--- config.mk ---
export PLATFORM = sky130hd
export DESIGN_NAME = dm_port_arbiter_flat
export DESIGN_NICKNAME = d
export VERILOG_FILES = /design/src/rtl/dm_port_arbiter_pkg.sv /design/src/rtl/dm_port_arbiter_if.sv /design/src/rtl/dm_port_arbiter_starve.sv /design/src/rtl/dm_port_arbiter.sv /design/src/flat_wrapper.sv
export SDC_FILE = /design/constraint.sdc
export NUM_CORES = 1
export LEC_CHECK = 0
export ABC_AREA = 1
export CAP_MARGIN = 20
export CORE_MARGIN = 4
export CORE_UTILIZATION = 35
export DETAILED_ROUTE_END_ITERATION = 6
export HOLD_SLACK_MARGIN = 0.06
export MAX_ROUTING_LAYER = met4
export PLACE_DENSITY_LB_ADDON = 0.2
export SLEW_MARGIN = 20
export SYNTH_ARGS = -nofsm -noshare
export SYNTH_HDL_FRONTEND = slang
export SYNTH_SLANG_ARGS = --single-unit
--- constraint.sdc ---
create_clock -name clk -period 2 [get_ports clk]
set_clock_uncertainty 0.05 [all_clocks]
set_input_delay 0.4 -clock clk [delete_from_list [all_inputs] [get_ports clk]]
set_output_delay 0.4 -clock clk [all_outputs]
set_load 0.02 [all_outputs]
--- src/rtl/dm_port_arbiter_pkg.sv ---
// Shared types and helpers for the data-memory port arbiter.
// Covers the FSM state encoding and byte-write-enable decode.
package dm_arb_pkg;

    typedef enum logic [1:0] {
        IDLE     = 2'd0,
        MEM_RESP = 2'd1,
        DMA_RESP = 2'd2
    } dm_arb_state_t;

    localparam logic [3:0] WEB_NONE = 4'b1111;

    function automatic logic is_read(input logic [3:0] web);
        return web == WEB_NONE;
    endfunction

endpackage

--- src/rtl/dm_port_arbiter_if.sv ---
// Bundles the MEM-stage, DMA and SRAM-macro pins of the data-memory arbiter.
// slave = arbiter view, master = surrounding logic (pipeline, DMA, SRAM).
interface dm_port_arbiter_if #(
    parameter int ADDR_WIDTH = 14,
    parameter int DATA_WIDTH = 32
);
    logic                  mem_req;
    logic [3:0]            mem_web;
    logic [31:0]           mem_addr;
    logic [DATA_WIDTH-1:0] mem_wdata;
    logic [DATA_WIDTH-1:0] mem_rdata;
    logic                  mem_stall;

    logic                  dma_valid;
    logic                  dma_ready;
    logic [3:0]            dma_web;
    logic [31:0]           dma_addr;
    logic [DATA_WIDTH-1:0] dma_wdata;
    logic                  dma_rvalid;
    logic [DATA_WIDTH-1:0] dma_rdata;

    logic                  sram_cs;
    logic [3:0]            sram_web;
    logic [ADDR_WIDTH-1:0] sram_addr;
    logic [DATA_WIDTH-1:0] sram_di;
    logic [DATA_WIDTH-1:0] sram_do;

    modport slave (
        input  mem_req, mem_web, mem_addr, mem_wdata,
        output mem_rdata, mem_stall,
        input  dma_valid, dma_web, dma_addr, dma_wdata,
        output dma_ready, dma_rvalid, dma_rdata,
        output sram_cs, sram_web, sram_addr, sram_di,
        input  sram_do
    );

    modport master (
        output mem_req, mem_web, mem_addr, mem_wdata,
        input  mem_rdata, mem_stall,
        output dma_valid, dma_web, dma_addr, dma_wdata,
        input  dma_ready, dma_rvalid, dma_rdata,
        input  sram_cs, sram_web, sram_addr, sram_di,
        output sram_do
    );

endinterface

--- src/rtl/dm_port_arbiter_starve.sv ---
// Saturating count of consecutive cycles the DMA port was left waiting.
// at_limit forces the next IDLE grant to the DMA port.
module dm_starve_cnt #(
    parameter int LIMIT = 4
) (
    input  logic clk,
    input  logic rst,
    input  logic inc,
    input  logic clr,
    output logic at_limit
);
    localparam logic [3:0] LIM = 4'(LIMIT);

    logic [3:0] cnt_q;
    logic [3:0] cnt_d;

    always_comb begin
        cnt_d = cnt_q;
        if (clr) begin
            cnt_d = 4'd0;
        end else if (inc && (cnt_q != LIM)) begin
            cnt_d = cnt_q + 4'd1;
        end
    end

    always_ff @(posedge clk) begin
        if (rst) begin
            cnt_q <= 4'd0;
        end else begin
            cnt_q <= cnt_d;
        end
    end

    assign at_limit = (cnt_q == LIM);

endmodule

--- src/rtl/dm_port_arbiter.sv ---
// Arbitrates the single-port data SRAM between the MEM stage (priority) and a DMA port.
// Reads return one cycle after issue; a starvation counter guarantees DMA progress.
//
//   state    | meaning
//   ---------+------------------------------------------------
//   IDLE     | grant/issue; at most one SRAM access per cycle
//   MEM_RESP | MEM load data on sram_do, no issue
//   DMA_RESP | DMA read data on sram_do, no issue
module dm_port_arbiter
    import dm_arb_pkg::*;
#(
    parameter int ADDR_WIDTH   = 14,
    parameter int DATA_WIDTH   = 32,
    parameter int STARVE_LIMIT = 4
) (
    input logic           clk,
    input logic           rst,
    dm_port_arbiter_if.slave bus
);

    dm_arb_state_t         state_q, state_d;
    logic [ADDR_WIDTH-1:0] addr_q, addr_d;
    logic [DATA_WIDTH-1:0] di_q, di_d;
    logic [DATA_WIDTH-1:0] mem_rdata_q, mem_rdata_d;
    logic [DATA_WIDTH-1:0] dma_rdata_q, dma_rdata_d;

    logic                  at_limit;
    logic                  dma_win;
    logic                  cs;
    logic [3:0]            web;
    logic                  dma_ready;
    logic                  dma_rvalid;
    logic                  mem_stall;
    logic [DATA_WIDTH-1:0] mem_rdata;
    logic [DATA_WIDTH-1:0] dma_rdata;

    dm_starve_cnt #(
        .LIMIT (STARVE_LIMIT)
    ) u_starve (
        .clk      (clk),
        .rst      (rst),
        .inc      (bus.dma_valid & ~dma_ready),
        .clr      (~bus.dma_valid | dma_ready),
        .at_limit (at_limit)
    );

    assign dma_win = bus.dma_valid & (~bus.mem_req | at_limit);

    always_comb begin
        state_d     = state_q;
        addr_d      = addr_q;
        di_d        = di_q;
        mem_rdata_d = mem_rdata_q;
        dma_rdata_d = dma_rdata_q;
        cs          = 1'b0;
        web         = WEB_NONE;
        dma_ready   = 1'b0;
        dma_rvalid  = 1'b0;
        mem_stall   = 1'b0;
        mem_rdata   = mem_rdata_q;
        dma_rdata   = dma_rdata_q;

        case (state_q)
            IDLE: begin
                if (dma_win) begin
                    cs        = 1'b1;
                    web       = bus.dma_web;
                    addr_d    = bus.dma_addr[ADDR_WIDTH+1:2];
                    di_d      = bus.dma_wdata;
                    dma_ready = 1'b1;
                    mem_stall = bus.mem_req;
                    if (is_read(bus.dma_web)) begin
                        state_d = DMA_RESP;
                    end
                end else if (bus.mem_req) begin
                    cs     = 1'b1;
                    web    = bus.mem_web;
                    addr_d = bus.mem_addr[ADDR_WIDTH+1:2];
                    di_d   = bus.mem_wdata;
                    if (is_read(bus.mem_web)) begin
                        mem_stall = 1'b1;
                        state_d   = MEM_RESP;
                    end
                end
            end
            // The load that caused MEM_RESP is still presented; it completes here.
            MEM_RESP: begin
                mem_rdata   = bus.sram_do;
                mem_rdata_d = bus.sram_do;
                state_d     = IDLE;
            end
            DMA_RESP: begin
                dma_rvalid  = 1'b1;
                dma_rdata   = bus.sram_do;
                dma_rdata_d = bus.sram_do;
                mem_stall   = bus.mem_req;
                state_d     = IDLE;
            end
            default: begin
                state_d = IDLE;
            end
        endcase

        // Reset is synchronous, so quiet the pins during the reset cycle itself too.
        if (rst) begin
            cs         = 1'b0;
            web        = WEB_NONE;
            dma_ready  = 1'b0;
            dma_rvalid = 1'b0;
            mem_stall  = 1'b0;
            mem_rdata  = '0;
            dma_rdata  = '0;
        end
    end

    always_ff @(posedge clk) begin
        if (rst) begin
            state_q     <= IDLE;
            addr_q      <= '0;
            di_q        <= '0;
            mem_rdata_q <= '0;
            dma_rdata_q <= '0;
        end else begin
            state_q     <= state_d;
            addr_q      <= addr_d;
            di_q        <= di_d;
            mem_rdata_q <= mem_rdata_d;
            dma_rdata_q <= dma_rdata_d;
        end
    end

    assign bus.sram_cs    = cs;
    assign bus.sram_web   = web;
    assign bus.sram_addr  = addr_d;
    assign bus.sram_di    = di_d;
    assign bus.dma_ready  = dma_ready;
    assign bus.dma_rvalid = dma_rvalid;
    assign bus.dma_rdata  = dma_rdata;
    assign bus.mem_stall  = mem_stall;
    assign bus.mem_rdata  = mem_rdata;

    logic unused_addr_bits;
    assign unused_addr_bits = ^{bus.mem_addr[1:0], bus.mem_addr[31:ADDR_WIDTH+2],
                                bus.dma_addr[1:0], bus.dma_addr[31:ADDR_WIDTH+2]};

endmodule

--- src/flat_wrapper.sv ---
// flat-port wrapper written by rule: the top's interface ports become plain ports
module dm_port_arbiter_flat import dm_arb_pkg::*;
#(
    parameter int ADDR_WIDTH   = 14,
    parameter int DATA_WIDTH   = 32,
    parameter int STARVE_LIMIT = 4
)
  (clk, rst, bus_mem_req, bus_mem_web, bus_mem_addr, bus_mem_wdata, bus_mem_rdata, bus_mem_stall, bus_dma_valid, bus_dma_web, bus_dma_addr, bus_dma_wdata, bus_dma_ready, bus_dma_rvalid, bus_dma_rdata, bus_sram_cs, bus_sram_web, bus_sram_addr, bus_sram_di, bus_sram_do);
  dm_port_arbiter_if #(.ADDR_WIDTH(ADDR_WIDTH), .DATA_WIDTH(DATA_WIDTH)) bus_i ();
  input logic clk;
  input logic rst;
  input wire logic [$bits(bus_i.mem_req)-1:0] bus_mem_req;
  input wire logic [$bits(bus_i.mem_web)-1:0] bus_mem_web;
  input wire logic [$bits(bus_i.mem_addr)-1:0] bus_mem_addr;
  input wire logic [$bits(bus_i.mem_wdata)-1:0] bus_mem_wdata;
  output wire logic [$bits(bus_i.mem_rdata)-1:0] bus_mem_rdata;
  output wire logic [$bits(bus_i.mem_stall)-1:0] bus_mem_stall;
  input wire logic [$bits(bus_i.dma_valid)-1:0] bus_dma_valid;
  input wire logic [$bits(bus_i.dma_web)-1:0] bus_dma_web;
  input wire logic [$bits(bus_i.dma_addr)-1:0] bus_dma_addr;
  input wire logic [$bits(bus_i.dma_wdata)-1:0] bus_dma_wdata;
  output wire logic [$bits(bus_i.dma_ready)-1:0] bus_dma_ready;
  output wire logic [$bits(bus_i.dma_rvalid)-1:0] bus_dma_rvalid;
  output wire logic [$bits(bus_i.dma_rdata)-1:0] bus_dma_rdata;
  output wire logic [$bits(bus_i.sram_cs)-1:0] bus_sram_cs;
  output wire logic [$bits(bus_i.sram_web)-1:0] bus_sram_web;
  output wire logic [$bits(bus_i.sram_addr)-1:0] bus_sram_addr;
  output wire logic [$bits(bus_i.sram_di)-1:0] bus_sram_di;
  input wire logic [$bits(bus_i.sram_do)-1:0] bus_sram_do;
  assign bus_i.mem_req = bus_mem_req;
  assign bus_i.mem_web = bus_mem_web;
  assign bus_i.mem_addr = bus_mem_addr;
  assign bus_i.mem_wdata = bus_mem_wdata;
  assign bus_mem_rdata = bus_i.mem_rdata;
  assign bus_mem_stall = bus_i.mem_stall;
  assign bus_i.dma_valid = bus_dma_valid;
  assign bus_i.dma_web = bus_dma_web;
  assign bus_i.dma_addr = bus_dma_addr;
  assign bus_i.dma_wdata = bus_dma_wdata;
  assign bus_dma_ready = bus_i.dma_ready;
  assign bus_dma_rvalid = bus_i.dma_rvalid;
  assign bus_dma_rdata = bus_i.dma_rdata;
  assign bus_sram_cs = bus_i.sram_cs;
  assign bus_sram_web = bus_i.sram_web;
  assign bus_sram_addr = bus_i.sram_addr;
  assign bus_sram_di = bus_i.sram_di;
  assign bus_i.sram_do = bus_sram_do;
  dm_port_arbiter #(.ADDR_WIDTH(ADDR_WIDTH), .DATA_WIDTH(DATA_WIDTH), .STARVE_LIMIT(STARVE_LIMIT)) u_core (.clk(clk), .rst(rst), .bus(bus_i));
endmodule
==> reports/metrics.cfg <==
[sta]
setup_violations = 118
timing_max_transition_violations_final = 0
hold_ws_ps = 429
final.period_utilization_pct = 123
worst_slew_pin_slew_ps = 542
rsz_0062_raised_after_global_routing = true
hold_viol_final = 0
finalWorstPathRequiredPeriod_ps = 2470
relSlewSlack_pct = 63.9
fmax_ghz = 0.405
layout_setup_ws_ps = -467
totalNegativeSetupSlack_ps = -37600

[hold_path]
min_path_cells = 5
holdCritStartpoint = rst
hold_path.class = in2reg
hold_end = u_core.mem_rdata_q[30]

[synthesis]
yosys_warnings = 0
synthMuxAreaShare_pct = 0
synthTopCellsByArea = sky130_fd_sc_hd__dfxtp_1 (44%), sky130_fd_sc_hd__nor2_1 (16%), sky130_fd_sc_hd__o21ai_0 (9.4%)
syn-mean-instance-area_sq_um = 6.64
leading_register_cell_type_out_of_synthesis = sky130_fd_sc_hd__dfxtp_1
compound_gate_portion_of_the_synthesized_area_pct = 12.4
syn_area_sq_um = 5250
synth.cells.most_frequent = sky130_fd_sc_hd__nor2_1 (226), sky130_fd_sc_hd__dfxtp_1 (116), sky130_fd_sc_hd__nand2_1 (105), sky130_fd_sc_hd__o21ai_0 (99), sky130_fd_sc_hd__inv_1 (71)
post-synth-top-area-cell = sky130_fd_sc_hd__dfxtp_1
adder_cell_area_share_of_the_yosys_netlist_pct = 0.476
netlist-cell-type-count = 25
synth-edff-count = 0
fraction_of_the_yosys_area_taken_by_sequential_cells_pct = 44.2
post_synth_xor_area_fraction_pct = 0.333
synth_seq_cells = 116
synth_nets = 965
largest_family_of_logic_cells_by_synthesized_area = simple AND/OR/NAND/NOR gates
synthSimpleGateAreaFrac_pct = 29.8
synth_largest_type_area_fraction_pct = 44.2
syn-instance-count = 791
synthMostInstantiatedCell = sky130_fd_sc_hd__nor2_1
postSynth.asyncResetShare_pct = 0

[placed_design]
detailedPlacementHpwl_microns = 12400
place.gp.congestion = 0.786
io_buffers = 253
placedInstanceArea_sq_um = 8520

[critical_path]
critPathRequiredTime_ps = 1550
critical_path.reg2reg.endpoint = u_core.addr_q[6]
highest_fanout_seen_on_the_critical_path = 10
timing.critical_path.from_type = flip-flop
critPathSlowestCell = sky130_fd_sc_hd__dfxtp_2
critPathArrivalTime_ps = 2020
critical_path.cell_chain = inv_2 -> ha_4 -> nand3_4 -> a21oi_4 -> buf_6 -> buf_12 -> nand2_1 -> nand3_1 -> nand2_2 -> inv_2 -> buf_6
path_delay_family = buffers and inverters
worst-setup-path-type = reg2out
timing.critical_path.slowest_cell_delay_ps = 320
r2r_slack_ps = -310
worst_setup_path_end_kind = primary output
critical_path_buf_inv_count = 5
crit_path_start = u_core.u_starve.cnt_q[0]
timing.reg2reg.worst_path_depth = 16
rr_startpoint = u_core.u_starve.cnt_q[0]

[die]
die-area_sq_um = 17000
die-height_microns = 131
fp-row-count = 44
fp.coreArea_sq_um = 14600
die_width_microns = 131
design.portCount = 290
start_util_pct = 35.9

[pwr]
power_per_cell_area_nw_per_um2 = 596
p_int_mw = 5.14
irDropWorstVdd_mv = 0.534
standby_leakage_power_nw = 5.45
power_frac_comb_pct = 26.5
clock_power_share_pct = 39.9
switchingPower_mw = 2.12
power_switching_share_pct = 29.2
seqPwrFrac_pct = 33.5

[clock_tree]
clk_transition_reported_paths_ps = 60
cts_max_path_buffers = 2
clk_root_buffer_cell = sky130_fd_sc_hd__clkbuf_16
numCtsBuffers = 17
tritoncts = yes
cts.htree.levels = 4
clkLatencyLatePin_ps = 420
cts.hold.buffers_added = 0
clock_sink_count = 116

[global_route]
antenna_found_initial = 0
grt_max_degree = 48
grt_pass1_vias = 6648
gr-usage-all-layers_pct = 25.9
grt_pass1_wl_microns = 33500
grt_remaining_overflow = 0

[route]
route.detailed.drc = 0
route.vias.total = 7095
totalWireLength_microns = 26900
antenna_violating_nets_post_route = 0
number_of_iterations_in_the_first_detailed_routing_pass = 6
drt-vias-per-instance = 4.98
drt_iter0_markers = 390
drt-wirelength-per-cell_microns = 18.9

[run_status]
status = finished, violations left
violations = setup timing

[layout]
antenna-diode-count = 0
finish.instance_area_sq_um = 12200
multiInputGateArea_sq_um = 3580
seq_area_sq_um = 2330
final_net_count = 1403
nFillCells = 804
final_layout_size_suffix_gt1_share_pct = 55.2
post-route-util_pct = 83.2
area_growth_syn_to_layout_pct = 132

[run]
max-cap-violations = 0

==> through the flow <==
stage / power [mW] / worst slack (ps) / instances
after CTS: 6.91 / -480 / 1380
after detailed placement: 3.85 / -860 / 1264
after floorplan: 3.05 / 20.3 / 791
after global routing: 7.52 / -573 / 1426
final: 7.26 / -467 / 1426
after global placement: 3.84 / -860 / 1264
==> kinds of logic after synthesis <==
kind of cell | Yosys count
simple gates | 392
flops | 116
xor+xnor | 2
buf+inv | 155
fa+ha+maj | 2
compound gates | 124
==> flip-flops by register name, indices dropped and copies added, names as in the netlist <==
signal and cells:
u_core.u_starve.cnt_q 4, u_core.dma_rdata_q 32, u_core.addr_q 14, u_core.mem_rdata_q 32, u_core.di_q 32, u_core.state_q 2
==> worst reg2reg max path, stage by stage (launching register included) <==
cell and delay, ps:
sky130_fd_sc_hd__dfxtp_2 320, sky130_fd_sc_hd__inv_2 80, sky130_fd_sc_hd__ha_4 150, sky130_fd_sc_hd__nand3_4 110, sky130_fd_sc_hd__a21oi_4 200, sky130_fd_sc_hd__buf_6 170
sky130_fd_sc_hd__buf_12 150, sky130_fd_sc_hd__nand2_2 60, sky130_fd_sc_hd__nand3_2 80, sky130_fd_sc_hd__nand2_2 70, sky130_fd_sc_hd__buf_4 130, sky130_fd_sc_hd__buf_4 120
sky130_fd_sc_hd__buf_4 120, sky130_fd_sc_hd__buf_4 120, sky130_fd_sc_hd__buf_4 120, sky130_fd_sc_hd__buf_4 120, sky130_fd_sc_hd__nor2_1 80
==> area by class of cell <==
type | instances | share of cell area [%]
inverters | 107 | 3.52
clock inverters | 15 | 1.10
multi-input cells | 520 | 29.4
clock buffers | 17 | 3.49
repair buffers | 467 | 41.5
well taps | 184 | 1.89
flip-flops and latches | 116 | 19.2
==> power by group through the flow <==
stage          sequential, mW  combinational, mW  clock (mW)
3_3_place_gp             2.48               1.37           0
3_5_place_dp             2.48               1.37           0
4_1_cts                  2.43               1.60        2.88
6_report                 2.43               1.93        2.90
2_1_floorplan            2.47              0.572           0
5_1_grt                  2.44               2.04        3.03
==> layer usage <==
metal	routed length, microns	part of all wire [%]	up-vias	global-route usage, %
li1	-	-	3328	-
met1	10100	37	3397	28.2
met5	0	0	-	-
met3	2200	8.2	53	7.15
met2	14100	52	317	45.1
met4	593	2.2	0	9.74
==> cell usage in the layout (no fill, tap or decap), types with 4 or more instances in the layout <==
| master | Yosys | final |
|---|---|---|
| sky130_fd_sc_hd__clkbuf_16 | 0 | 21 |
| sky130_fd_sc_hd__inv_2 | 1 | 32 |
| sky130_fd_sc_hd__o21ai_4 | 0 | 11 |
| sky130_fd_sc_hd__nand2_1 | 105 | 54 |
| sky130_fd_sc_hd__buf_4 | 5 | 132 |
| sky130_fd_sc_hd__o21ai_2 | 0 | 62 |
| sky130_fd_sc_hd__clkdlybuf4s50_1 | 0 | 133 |
| sky130_fd_sc_hd__nor2_4 | 0 | 61 |
| sky130_fd_sc_hd__buf_16 | 0 | 12 |
| sky130_fd_sc_hd__nor2_2 | 0 | 66 |
| sky130_fd_sc_hd__nand2_2 | 1 | 43 |
| sky130_fd_sc_hd__a21oi_1 | 5 | 4 |
| sky130_fd_sc_hd__clkinv_2 | 0 | 4 |
| sky130_fd_sc_hd__o21ai_1 | 15 | 15 |
| sky130_fd_sc_hd__nor2_1 | 226 | 99 |
| sky130_fd_sc_hd__o21ai_0 | 99 | 26 |
| sky130_fd_sc_hd__buf_6 | 9 | 160 |
| sky130_fd_sc_hd__nand3_1 | 55 | 32 |
| sky130_fd_sc_hd__nand3_2 | 0 | 23 |
| sky130_fd_sc_hd__inv_1 | 71 | 37 |
| sky130_fd_sc_hd__dfxtp_1 | 116 | 112 |
| sky130_fd_sc_hd__clkinv_4 | 0 | 4 |
| sky130_fd_sc_hd__clkinv_1 | 35 | 35 |
| sky130_fd_sc_hd__nand2_4 | 0 | 8 |
| sky130_fd_sc_hd__buf_12 | 0 | 21 |
==> repair_timing <==
item / in CTS / in global routing
endpoints found under the setup margin: 118 / 122
pin swaps: 47 / 98
resized for setup: 836 / 429
cloned: 17 / 4
setup buffers: 68 / 57
==> worst max path at each step <==
stage,to,depth (start not counted)
final,bus_sram_di[21],11
after floorplan,bus_sram_addr[0],10
after CTS,bus_sram_addr[6],12
after global placement,bus_sram_addr[13],9
after detailed placement,bus_sram_di[0],9
after global routing,bus_sram_di[15],12
Power figures use the tool's default switching activity.
